==> src/rtl/mips_ctrl_pkg.sv <==
// Shared opcodes, ALU function codes, FSM state encodings and the control-word
// struct for the multi-cycle MIPS controller.
package mips_ctrl_pkg;

   localparam logic [5:0] OP_R     = 6'b000000;
   localparam logic [5:0] OP_LW    = 6'b100011;
   localparam logic [5:0] OP_SW    = 6'b101011;
   localparam logic [5:0] OP_BEQ   = 6'b000100;
   localparam logic [5:0] OP_BNE   = 6'b000101;
   localparam logic [5:0] OP_ADDI  = 6'b001000;
   localparam logic [5:0] OP_ADDIU = 6'b001001;
   localparam logic [5:0] OP_ANDI  = 6'b100101;
   localparam logic [5:0] OP_ORI   = 6'b100111;
   localparam logic [5:0] OP_ANDIU = 6'b100100;
   localparam logic [5:0] OP_ORIU  = 6'b100110;
   localparam logic [5:0] OP_SLTI  = 6'b001010;
   localparam logic [5:0] OP_SLTIU = 6'b001011;
   localparam logic [5:0] OP_J     = 6'b000001;

   localparam logic [5:0] ALU_ADD  = 6'b100000;
   localparam logic [5:0] ALU_ADDU = 6'b100001;
   localparam logic [5:0] ALU_SUB  = 6'b100010;
   localparam logic [5:0] ALU_AND  = 6'b100100;
   localparam logic [5:0] ALU_OR   = 6'b100101;
   localparam logic [5:0] ALU_SLT  = 6'b101010;
   localparam logic [5:0] ALU_SLTU = 6'b101011;

   localparam logic [3:0] S_FETCH    = 4'h0;
   localparam logic [3:0] S_DECODE   = 4'h1;
   localparam logic [3:0] S_EXEC_R   = 4'h2;
   localparam logic [3:0] S_WB_R     = 4'h3;
   localparam logic [3:0] S_EXEC_I   = 4'h4;
   localparam logic [3:0] S_WB_I     = 4'h5;
   localparam logic [3:0] S_MEM_ADDR = 4'h6;
   localparam logic [3:0] S_MEM_RD   = 4'h7;
   localparam logic [3:0] S_WB_MEM   = 4'h8;
   localparam logic [3:0] S_MEM_WR   = 4'h9;
   localparam logic [3:0] S_BRANCH   = 4'hA;
   localparam logic [3:0] S_JUMP     = 4'hB;
   localparam logic [3:0] S_TRAP     = 4'hF;

   // Everything the datapath sees except the parameter-width ALU code.
   typedef struct packed {
      logic       pc_write;
      logic       pc_write_cond;
      logic       eq;
      logic [1:0] pc_src;
      logic       i_or_d;
      logic       mem_read;
      logic       mem_write;
      logic       ir_write;
      logic       reg_res;
      logic       mem_to_reg;
      logic       reg_write;
      logic       alu_src_a;
      logic [1:0] alu_src_b;
      logic       sign;
   } ctrl_t;

   function automatic logic is_mem_wait(input logic [3:0] s);
      return (s == S_FETCH) || (s == S_MEM_RD) || (s == S_MEM_WR);
   endfunction

endpackage

==> src/rtl/mips_imm_op_decode.sv <==
// Immediate-class opcode decoder: ALU function and immediate sign-extend
// selection used by the EXEC_I state.
module mips_imm_op_decode
   import mips_ctrl_pkg::*;
#(
   parameter int ALU_CTRL_W = 6
) (
   input  logic [5:0]            opcode_i,
   output logic [ALU_CTRL_W-1:0] alu_ctrl_o,
   output logic                  sign_o,
   output logic                  is_imm_o
);

   always_comb begin
      // NOTE: every output gets a default first so no path leaves it unassigned (no latch).
      alu_ctrl_o = ALU_CTRL_W'(ALU_ADD);
      sign_o     = 1'b0;
      is_imm_o   = 1'b1;
      unique case (opcode_i)
         OP_ADDI:  begin alu_ctrl_o = ALU_CTRL_W'(ALU_ADD);  sign_o = 1'b1; end
         OP_ADDIU: begin alu_ctrl_o = ALU_CTRL_W'(ALU_ADDU); sign_o = 1'b1; end
         OP_ANDI:  begin alu_ctrl_o = ALU_CTRL_W'(ALU_AND);  sign_o = 1'b1; end
         OP_ORI:   begin alu_ctrl_o = ALU_CTRL_W'(ALU_OR);   sign_o = 1'b1; end
         // The unsigned logical forms take a zero-extended immediate.
         OP_ANDIU: begin alu_ctrl_o = ALU_CTRL_W'(ALU_AND);  sign_o = 1'b0; end
         OP_ORIU:  begin alu_ctrl_o = ALU_CTRL_W'(ALU_OR);   sign_o = 1'b0; end
         OP_SLTI:  begin alu_ctrl_o = ALU_CTRL_W'(ALU_SLT);  sign_o = 1'b1; end
         OP_SLTIU: begin alu_ctrl_o = ALU_CTRL_W'(ALU_SLTU); sign_o = 1'b1; end
         default:  is_imm_o = 1'b0;
      endcase
   end

endmodule

==> src/rtl/mips_multicycle_ctrl.sv <==
// Multi-cycle MIPS control FSM with memory-ready wait, stall and timeout.
// Optional macro MIPS_CTRL_ILLEGAL_TRAP_EN: undefined opcodes enter a sticky TRAP state.
module mips_multicycle_ctrl
   import mips_ctrl_pkg::*;
#(
   parameter int ALU_CTRL_W  = 6,
   parameter int MEM_TIMEOUT = 15,
   parameter int TMO_W       = 4
) (
   input  logic                  clk,
   input  logic                  rst,
   input  logic [31:0]           instr,
   input  logic                  mem_ready,
   input  logic                  stall,
   output logic                  pc_write,
   output logic                  pc_write_cond,
   output logic                  eq,
   output logic [1:0]            pc_src,
   output logic                  i_or_d,
   output logic                  mem_read,
   output logic                  mem_write,
   output logic                  ir_write,
   output logic                  reg_res,
   output logic                  mem_to_reg,
   output logic                  reg_write,
   output logic                  alu_src_a,
   output logic [1:0]            alu_src_b,
   output logic                  sign,
   output logic [ALU_CTRL_W-1:0] alu_ctrl,
   output logic [3:0]            state,
   output logic                  err
);

`ifdef MIPS_CTRL_ILLEGAL_TRAP_EN
   localparam logic [3:0] S_ILLEGAL = S_TRAP;
`else
   localparam logic [3:0] S_ILLEGAL = S_FETCH;
`endif

   localparam logic [TMO_W-1:0]      TMO_LIMIT = TMO_W'(MEM_TIMEOUT);
   localparam logic [ALU_CTRL_W-1:0] ALU_RST   = ALU_CTRL_W'(ALU_ADD);

   logic [3:0]            state_q, state_d;
   logic [TMO_W-1:0]      wait_q, wait_d;
   logic                  err_q, err_d;
   logic [5:0]            opcode;
   logic                  timeout;
   logic [ALU_CTRL_W-1:0] imm_alu_ctrl;
   logic                  imm_sign;
   logic                  imm_is_imm;
   ctrl_t                 ctrl;
   logic [ALU_CTRL_W-1:0] alu_ctrl_sel;
   logic                  unused_instr_bits;

   assign opcode            = instr[31:26];
   assign unused_instr_bits = ^instr[25:6];

   mips_imm_op_decode #(.ALU_CTRL_W(ALU_CTRL_W)) u_imm_dec (
      .opcode_i   (opcode),
      .alu_ctrl_o (imm_alu_ctrl),
      .sign_o     (imm_sign),
      .is_imm_o   (imm_is_imm)
   );

   // A stalled cycle never times out, so the limit always gets one live cycle to fire.
   assign timeout = (MEM_TIMEOUT != 0) && is_mem_wait(state_q) && !stall
                    && (wait_q == TMO_LIMIT);

   always_comb begin
      state_d = state_q;
      unique case (state_q)
         S_FETCH:    if (mem_ready) state_d = S_DECODE;
         S_DECODE: begin
            if (opcode == OP_R)                           state_d = S_EXEC_R;
            else if (opcode == OP_LW || opcode == OP_SW)  state_d = S_MEM_ADDR;
            else if (opcode == OP_BEQ || opcode == OP_BNE) state_d = S_BRANCH;
            else if (imm_is_imm)                          state_d = S_EXEC_I;
            else if (opcode == OP_J)                      state_d = S_JUMP;
            else                                          state_d = S_ILLEGAL;
         end
         S_EXEC_R:   state_d = S_WB_R;
         S_WB_R:     state_d = S_FETCH;
         S_EXEC_I:   state_d = S_WB_I;
         S_WB_I:     state_d = S_FETCH;
         S_MEM_ADDR: state_d = (opcode == OP_SW) ? S_MEM_WR : S_MEM_RD;
         S_MEM_RD:   if (mem_ready) state_d = S_WB_MEM;
         S_WB_MEM:   state_d = S_FETCH;
         S_MEM_WR:   if (mem_ready) state_d = S_FETCH;
         S_BRANCH:   state_d = S_FETCH;
         S_JUMP:     state_d = S_FETCH;
         S_TRAP:     state_d = S_TRAP;
         default:    state_d = S_FETCH;
      endcase
      if (timeout) state_d = S_FETCH;
      if (stall)   state_d = state_q;
   end

   always_comb begin
      wait_d = wait_q;
      // FETCH->FETCH on timeout is not a state change, so clear explicitly.
      if (timeout || state_d != state_q)
         wait_d = '0;
      else if (is_mem_wait(state_q) && !mem_ready && !stall && wait_q != '1)
         wait_d = wait_q + 1'b1;
   end

   assign err_d = err_q | timeout | (state_d == S_TRAP);

   always_ff @(posedge clk) begin
      // NOTE: state registers use non-blocking assignments so all flops update together.
      if (rst) begin
         state_q <= S_FETCH;
         wait_q  <= '0;
         err_q   <= 1'b0;
      end else begin
         state_q <= state_d;
         wait_q  <= wait_d;
         err_q   <= err_d;
      end
   end

   always_comb begin
      ctrl         = '0;
      alu_ctrl_sel = ALU_RST;
      unique case (state_q)
         S_FETCH: begin
            ctrl.mem_read  = 1'b1;
            ctrl.alu_src_b = 2'b01;
            ctrl.ir_write  = mem_ready;
            ctrl.pc_write  = mem_ready;
         end
         S_DECODE: begin
            ctrl.alu_src_b = 2'b11;
            ctrl.sign      = 1'b1;
         end
         S_EXEC_R: begin
            ctrl.alu_src_a = 1'b1;
            alu_ctrl_sel   = ALU_CTRL_W'(instr[5:0]);
         end
         S_WB_R: begin
            ctrl.reg_write = 1'b1;
            ctrl.reg_res   = 1'b1;
         end
         S_EXEC_I: begin
            ctrl.alu_src_a = 1'b1;
            ctrl.alu_src_b = 2'b10;
            ctrl.sign      = imm_sign;
            alu_ctrl_sel   = imm_alu_ctrl;
         end
         S_WB_I:     ctrl.reg_write = 1'b1;
         S_MEM_ADDR: begin
            ctrl.alu_src_a = 1'b1;
            ctrl.alu_src_b = 2'b10;
            ctrl.sign      = 1'b1;
         end
         S_MEM_RD: begin
            ctrl.mem_read = 1'b1;
            ctrl.i_or_d   = 1'b1;
         end
         S_WB_MEM: begin
            ctrl.reg_write  = 1'b1;
            ctrl.mem_to_reg = 1'b1;
         end
         S_MEM_WR: begin
            ctrl.mem_write = 1'b1;
            ctrl.i_or_d    = 1'b1;
         end
         S_BRANCH: begin
            ctrl.alu_src_a     = 1'b1;
            ctrl.pc_write_cond = 1'b1;
            ctrl.pc_src        = 2'b01;
            ctrl.eq            = (opcode == OP_BEQ);
            alu_ctrl_sel       = ALU_CTRL_W'(ALU_SUB);
         end
         S_JUMP: begin
            ctrl.pc_write = 1'b1;
            ctrl.pc_src   = 2'b10;
         end
         S_TRAP:  alu_ctrl_sel = '0;
         default: ctrl.alu_src_b = 2'b01;
      endcase

      if (timeout) begin
         ctrl.mem_read  = 1'b0;
         ctrl.mem_write = 1'b0;
         ctrl.ir_write  = 1'b0;
         ctrl.pc_write  = 1'b0;
      end
      if (stall) begin
         ctrl.pc_write      = 1'b0;
         ctrl.pc_write_cond = 1'b0;
         ctrl.ir_write      = 1'b0;
         ctrl.reg_write     = 1'b0;
      end
      // Reset aborts any in-flight access in the same cycle, not one edge later.
      if (rst) begin
         ctrl           = '0;
         ctrl.alu_src_b = 2'b01;
         alu_ctrl_sel   = ALU_RST;
      end
   end

   assign pc_write      = ctrl.pc_write;
   assign pc_write_cond = ctrl.pc_write_cond;
   assign eq            = ctrl.eq;
   assign pc_src        = ctrl.pc_src;
   assign i_or_d        = ctrl.i_or_d;
   assign mem_read      = ctrl.mem_read;
   assign mem_write     = ctrl.mem_write;
   assign ir_write      = ctrl.ir_write;
   assign reg_res       = ctrl.reg_res;
   assign mem_to_reg    = ctrl.mem_to_reg;
   assign reg_write     = ctrl.reg_write;
   assign alu_src_a     = ctrl.alu_src_a;
   assign alu_src_b     = ctrl.alu_src_b;
   assign sign          = ctrl.sign;
   assign alu_ctrl      = alu_ctrl_sel;
   assign state         = state_q;
   assign err           = err_q;

endmodule

==> config.mk <==
export PLATFORM = sky130hd
export DESIGN_NAME = mips_multicycle_ctrl
export DESIGN_NICKNAME = d
export VERILOG_FILES = /design/src/rtl/mips_ctrl_pkg.sv /design/src/rtl/mips_imm_op_decode.sv /design/src/rtl/mips_multicycle_ctrl.sv
export SDC_FILE = /design/constraint.sdc
export NUM_CORES = 1
export LEC_CHECK = 0
export ABC_AREA = 1
export CAP_MARGIN = 20
export CORE_ASPECT_RATIO = 0.6
export CORE_UTILIZATION = 39
export DETAILED_ROUTE_END_ITERATION = 10
export PLACE_DENSITY = 0.89
export SLEW_MARGIN = 0
export SYNTH_ARGS = -nofsm -noshare
export SYNTH_HDL_FRONTEND = slang
export SYNTH_SLANG_ARGS = --single-unit
==> constraint.sdc <==
create_clock -name clk -period 2.05 [get_ports clk]
set_clock_uncertainty 0.15 [all_clocks]
set_input_delay 0.41 -clock clk [delete_from_list [all_inputs] [get_ports clk]]
set_output_delay 0.41 -clock clk [all_outputs]
set_load 0.05 [all_outputs]
# Word level (Yosys, flattened, before mapping)
# Cells that the tools add are included.
[totals]
word_cells = 97
regBits = 9
input_bits = 36
[classes]
n_reduce_logical = 26
n_eq_ne = 29
n_mux = 36
bitwise = 2
add_sub_neg = 1
[op_table]
columns = ["operator", "n"]
rows = [
  ["$mux 4", 11],
  ["$eq 6x6->1 const B", 6],
  ["$pmux 4 s8", 1],
  ["$eq 4x4->1 const B", 7],
  ["$eq 6x4->1 const B", 4],
  ["$pmux 6 s4", 1],
  ["$pmux 4 s5", 1],
  ["$eq 4x3->1 const B", 4],
  ["$mux 16", 1],
  ["$reduce_or 2->1", 7],
  ["$mux 1", 13],
  ["$eq 6x3->1 const B", 2],
  ["$reduce_or 9->1", 1],
  ["$eq 4x2->1 const B", 2],
  ["$reduce_or 8->1", 1],
  ["$eq 6x1->1 const B", 1],
  ["$logic_not 6->1", 1],
  ["$mux 6", 1],
  ["$pmux 2 s3", 1],
  ["$reduce_or 6->1", 1],
  ["$logic_and 1x1->1", 5],
  ["$logic_or 1x1->1", 5],
  ["$add 4x1->4 const B", 1],
  ["$eq 4x1->1 const B", 1],
  ["other kinds (11)", 15],
]

# Depth between registers and ports, before layout
[logic_depth]
word_depth = 13
ltp_mapped = 14
mapped_depth_nobuf = 14

# By module
# From an unflattened synthesis, not the netlist that was laid out.
[hier_totals]
hier_cells = 237
hier_area_um2 = 1306.3
[modules_own_cells]
columns = ["mod", "seq_area_each_um2", "n_inst", "cells_each", "area_each_um2"]
rows = [
  ["mips_multicycle_ctrl", 180.2, 1, 210, 1176.1],
  ["mips_imm_op_decode", 0.0, 1, 27, 130.1],
]

# Worst setup path before layout
# OpenSTA, ideal clock, no wires.
[synth_path]
path_type = "reg-to-output"
startpoint = "reg state_q[0] (netlist: state[0])"
endpoint = "out sign"
arrival_ps = 2911
path_buffers = 0
stages_incl_launch_ff = 7
setup_slack_ps = -1421
cell_sequence = "dfxtp_1 inv_2 nor2_2 nand2_2 a21oi_1 inv_1 a41oi_1"
[synth_between]
elab_chain_len = 4
elab_cells_between_ends = 6
cone_classes = "3 x eq/ne; 2 x mux; 1 x reduce/logical"
[synth_lines]
columns = ["element", "line_no", "rtl"]
rows = [
  ["start: declaration", "mips_multicycle_ctrl.sv:43", "logic [3:0] state_q, state_d;"],
  ["start signal: assignment", "mips_multicycle_ctrl.sv:116", "state_q <= state_d;"],
  ["$eq 4x1->1 / $eq 4x3->1 (equally long branches)", "mips_multicycle_ctrl.sv:125", "unique case (state_q)"],
  ["$reduce_or 2->1 (no source line)", "--", ""],
  ["$pmux 1 s2 *", "mips_multicycle_ctrl.sv:125", ""],
  ["$mux 16 *", "mips_multicycle_ctrl.sv:196", "if (rst) begin"],
  ["end: declaration", "mips_multicycle_ctrl.sv:28", "output logic sign,"],
]
# Mark *: on every way between the ends. The rest lies on a longest branch, timed or not.

# Worst setup path in the final report
[layout_path]
startpoint = "reg state_q[2] (netlist: state[2])"
endpoint = "reg wait_q[2]"
[layout_between]
elab_chain_len = 10
elab_cells_between_ends = 24
cone_classes = "8 x eq/ne; 6 x mux; 10 x reduce/logical"
[layout_lines]
columns = ["element", "line_no", "rtl"]
rows = [
  ["parallel branches: the longest is 10 deep, another holds $pmux 4 s8", "--", ""],
  ["end signal: assignment", "mips_multicycle_ctrl.sv:117", "wait_q <= wait_d;"],
  ["end: declaration", "mips_multicycle_ctrl.sv:44", "logic [TMO_W-1:0] wait_q, wait_d;"],
]
# Several ways; the timed one is not identified.
# A chain may end at the register's enable or synchronous reset.

==> flow_metrics.tcl <==
set metrics [dict create \
    status "finished, violations left" \
    failed_checks "design-rule violations, negative setup slack" \
    syn_area_um2 1180 \
    slowest_delay_ps 370 \
    grt_max_degree 9 \
    combPwrFrac_pct 45.7 \
    die-area_um2 3250 \
    cpMaxStageDelayCell "dfxtp_4" \
    critPathTopFamily "simple AND/OR/NAND/NOR gates" \
    min_path_type "flop to flop" \
    fillers 90 \
    wl_per_cell_um 24.9 \
    met2_length_um 3450 \
    whs_ps 477 \
    viasPerCell 6.52 \
    rr_worst_depth 14 \
    clockRootBuffer "clkbuf_8" \
    pre_cts_ws_ps -563 \
    drt-met1-wl_um 2940 \
    endpoint_kind "flop" \
    synth_flop_cell "dfxtp_1" \
    top_layer "met4" \
    ys_ff_latch 9 \
    hold_end "wait_q[1]$_SDFFE_PP0P_" \
    fin_crit_ps 2430 \
    clockBufferDepth 2 \
    dp_cells 337 \
    drt_iter0_drc 562 \
    yosysMostFrequentCell "nor2_1" \
    worst_pin_slew_ps 358 \
    drc_errors 157 \
    rsz0062_at_grt "true" \
    internal_power_mw 0.440 \
    p_sw_share_pct 37.2 \
    syn-num-nets 253 \
    ys_seq_area_share_pct 15.3 \
    synth_largest_area_cell "dfxtp_1" \
    ir_drop_mv 0.545 \
    slew_viol_final 0 \
    hold_start "wait_q[1]$_SDFFE_PP0P_" \
    crit-reg2reg-capture "wait_q[2]$_SDFFE_PP0P_" \
    antenna_found_initial 0 \
    cts.clk_slew.worst_paths_ps 40 \
    cp.required_ps 1990 \
    die_w_um 73.0 \
    fin_util_pct 92.5 \
    p_clk_share_pct 27.6 \
    power_density_nw_per_um2 264 \
    io_pins 63 \
    path_buf_inv 2 \
    r2r_start "state[2]$_SDFF_PP0_" \
    area_growth_pct 125 \
    dr_wl_met3_um 1510 \
    seq_power_share_pct 26.7 \
    syn_avg_cell_area_um2 5.46 \
    synth_common_cells "48 x nor2_1, 46 x nand2_1, 30 x inv_1" \
    rows 15 \
    synthCells 216 \
    core_area_um2 2870 \
    hold_viol 0 \
    gr-total-overflow 0 \
    drtPass1Iterations 11 \
    clock-sinks 9 \
    final_antenna_net_count 0 \
    htreeDepth 1 \
    worstHoldPathCells 2 \
    setup_viol 27 \
    yosys-top-cells-area "dfxtp_1 15%, nor2_1 15%, nand2_1 15%, inv_1 9.6%, nand3_1 7.6%" \
    leakage_nw 1.22 \
    track_usage_pct 41.8 \
    final_nets 355 \
    crit_type "flop to flop" \
    initial_utilization_pct 41.0 \
    fin_cells 359 \
    synth-edff-count 0 \
    synth-async-reset-ratio_pct 0 \
    fin_crit_sh_pct 119 \
    dpl.hpwl_um 4160 \
    place.gp.congestion 0.942 \
    yosysWarnings 0 \
    maxCapViolCount 0 \
    cts_hold_buf 0 \
    cp.arrival_ps 2370 \
    reg2reg_setup_slack_ps -380 \
    cts_buffers 3 \
    port_buffers 42 \
    grt_pass1_wl_um 10000 \
    layout-drive-gt1-share_pct 57.1 \
    p_sw_mw 0.261 \
    critical_path.cell_chain "buf_4 -> nor2_4 -> nand3_2 -> buf_4 -> nand2_2 -> nor2_2 -> nand3_1 -> nand2_1 -> nor2_4 -> nand3_1 -> nand2_1 -> nor2_2 -> nand2_2 -> nor2_1" \
    critPathMaxFanout 5 \
    wl_um 8950 \
    cp-start-kind "flop" \
    num_vias 2339 \
    die_h_um 44.6 \
    synth_cell_types 31 \
    slew_headroom_pct 75.9 \
    grt_pass1_vias 2007 \
    yosysTopAreaCellShare_pct 15.3 \
    worstSkewPairLatency_ps 220 \
    cts_tree "done" \
    antenna_cells 0 \
    fmax_mhz 411 \
    timing.final.ws_setup_ps -383 \
]
[repair_timing]
action | 4_1_cts | 5_1_grt
pin swaps | 16 | 10
endpoints found under the setup margin | 26 | 25
gates cloned | 0 | 0
hold endpoints to repair | 0 | 0
setup buffers | 12 | 6
gates resized for setup | 53 | 24
[logic make-up after synthesis]
| family | share of synthesized area, % |
|---|---|
| multiplexers | 0.849 |
| flip-flops | 15.3 |
| buffers and inverters | 13.0 |
| XOR/XNOR | 1.49 |
| AO/OA/AOI/OAI | 11.3 |
| AND/OR/NAND/NOR | 57.1 |
| adder cells (fa/ha/maj) | 1.06 |
[worst min-delay path, delay by kind of cell, from the launching register on]
kind	cells	cell delay (ps)
multiplexers	1	170
AND/OR/NAND/NOR	1	70
flip-flops	1	340
[registers in the layout, indices dropped and copies added (netlist names)]
signal and cells:
err 1, wait_q 4, state 4
[layer usage]
metal  global-route usage, %  vias up
met2                    67.9      308
met1                    49.3      995
met3                    13.2      148
met4                    25.1        0
li1                        -      888
met5                       0        -
[power by group through the flow]
stage / combinational, mW / sequential [mW] / clock [mW]
final: 0.321 / 0.187 / 0.194
after detailed placement: 0.249 / 0.186 / 0
after global routing: 0.328 / 0.187 / 0.212
after floorplan: 0.113 / 0.190 / 0
after global placement: 0.240 / 0.185 / 0
after CTS: 0.270 / 0.184 / 0.200
[area by class of cell]
type | count | area (µm²) | share of cell area, %
flip-flops and latches | 9 | 195 | 7.35
multi-input cells | 167 | 1150 | 43.1
inverters | 38 | 161 | 6.08
well taps | 42 | 52.6 | 1.98
clock buffers | 4 | 45.0 | 1.70
repair buffers | 99 | 1060 | 39.8
[cell usage in the layout (no fill, tap or decap), types with 2 or more instances in the layout]
master / count
a21oi_1: 5
a21oi_2: 2
a21oi_4: 3
a22oi_1: 3
buf_12: 22
buf_4: 58
buf_6: 3
clkbuf_2: 3
clkbuf_8: 3
clkdlybuf4s50_1: 7
dfxtp_1: 5
dfxtp_4: 4
dlygate4sd2_1: 4
inv_1: 21
inv_2: 10
inv_4: 4
nand2_1: 37
nand2_2: 13
nand2_4: 5
nand3_1: 16
nand3_2: 5
nand4_1: 2
nor2_1: 24
nor2_2: 15
nor2_4: 18
o21ai_0: 2
xor2_1: 2
[metrics by stage]
stage	cell area [µm²]	power, mW	setup TNS (ps)
finish	2660	0.701	-5850
global route	2660	0.727	-6800
CTS	2540	0.654	-846
detailed placement	2280	0.435	-5960
global placement	2280	0.426	-4630
floorplan	1330	0.304	-698
[worst max path at each step]
stage,startpoint,end,slack [ps],cells past startpoint
floorplan,state[2]$_SDFF_PP0_,sign,-160,6
global placement,instr[28],alu_ctrl[0],-430,10
detailed placement,instr[28],alu_ctrl[0],-560,10
global route,state[3]$_SDFF_PP0_,alu_ctrl[0],-610,9
CTS,state[2]$_SDFF_PP0_,alu_ctrl[0],-180,9
finish,state[2]$_SDFF_PP0_,wait_q[2]$_SDFFE_PP0P_,-380,14
Power figures use the tool's default switching activity.
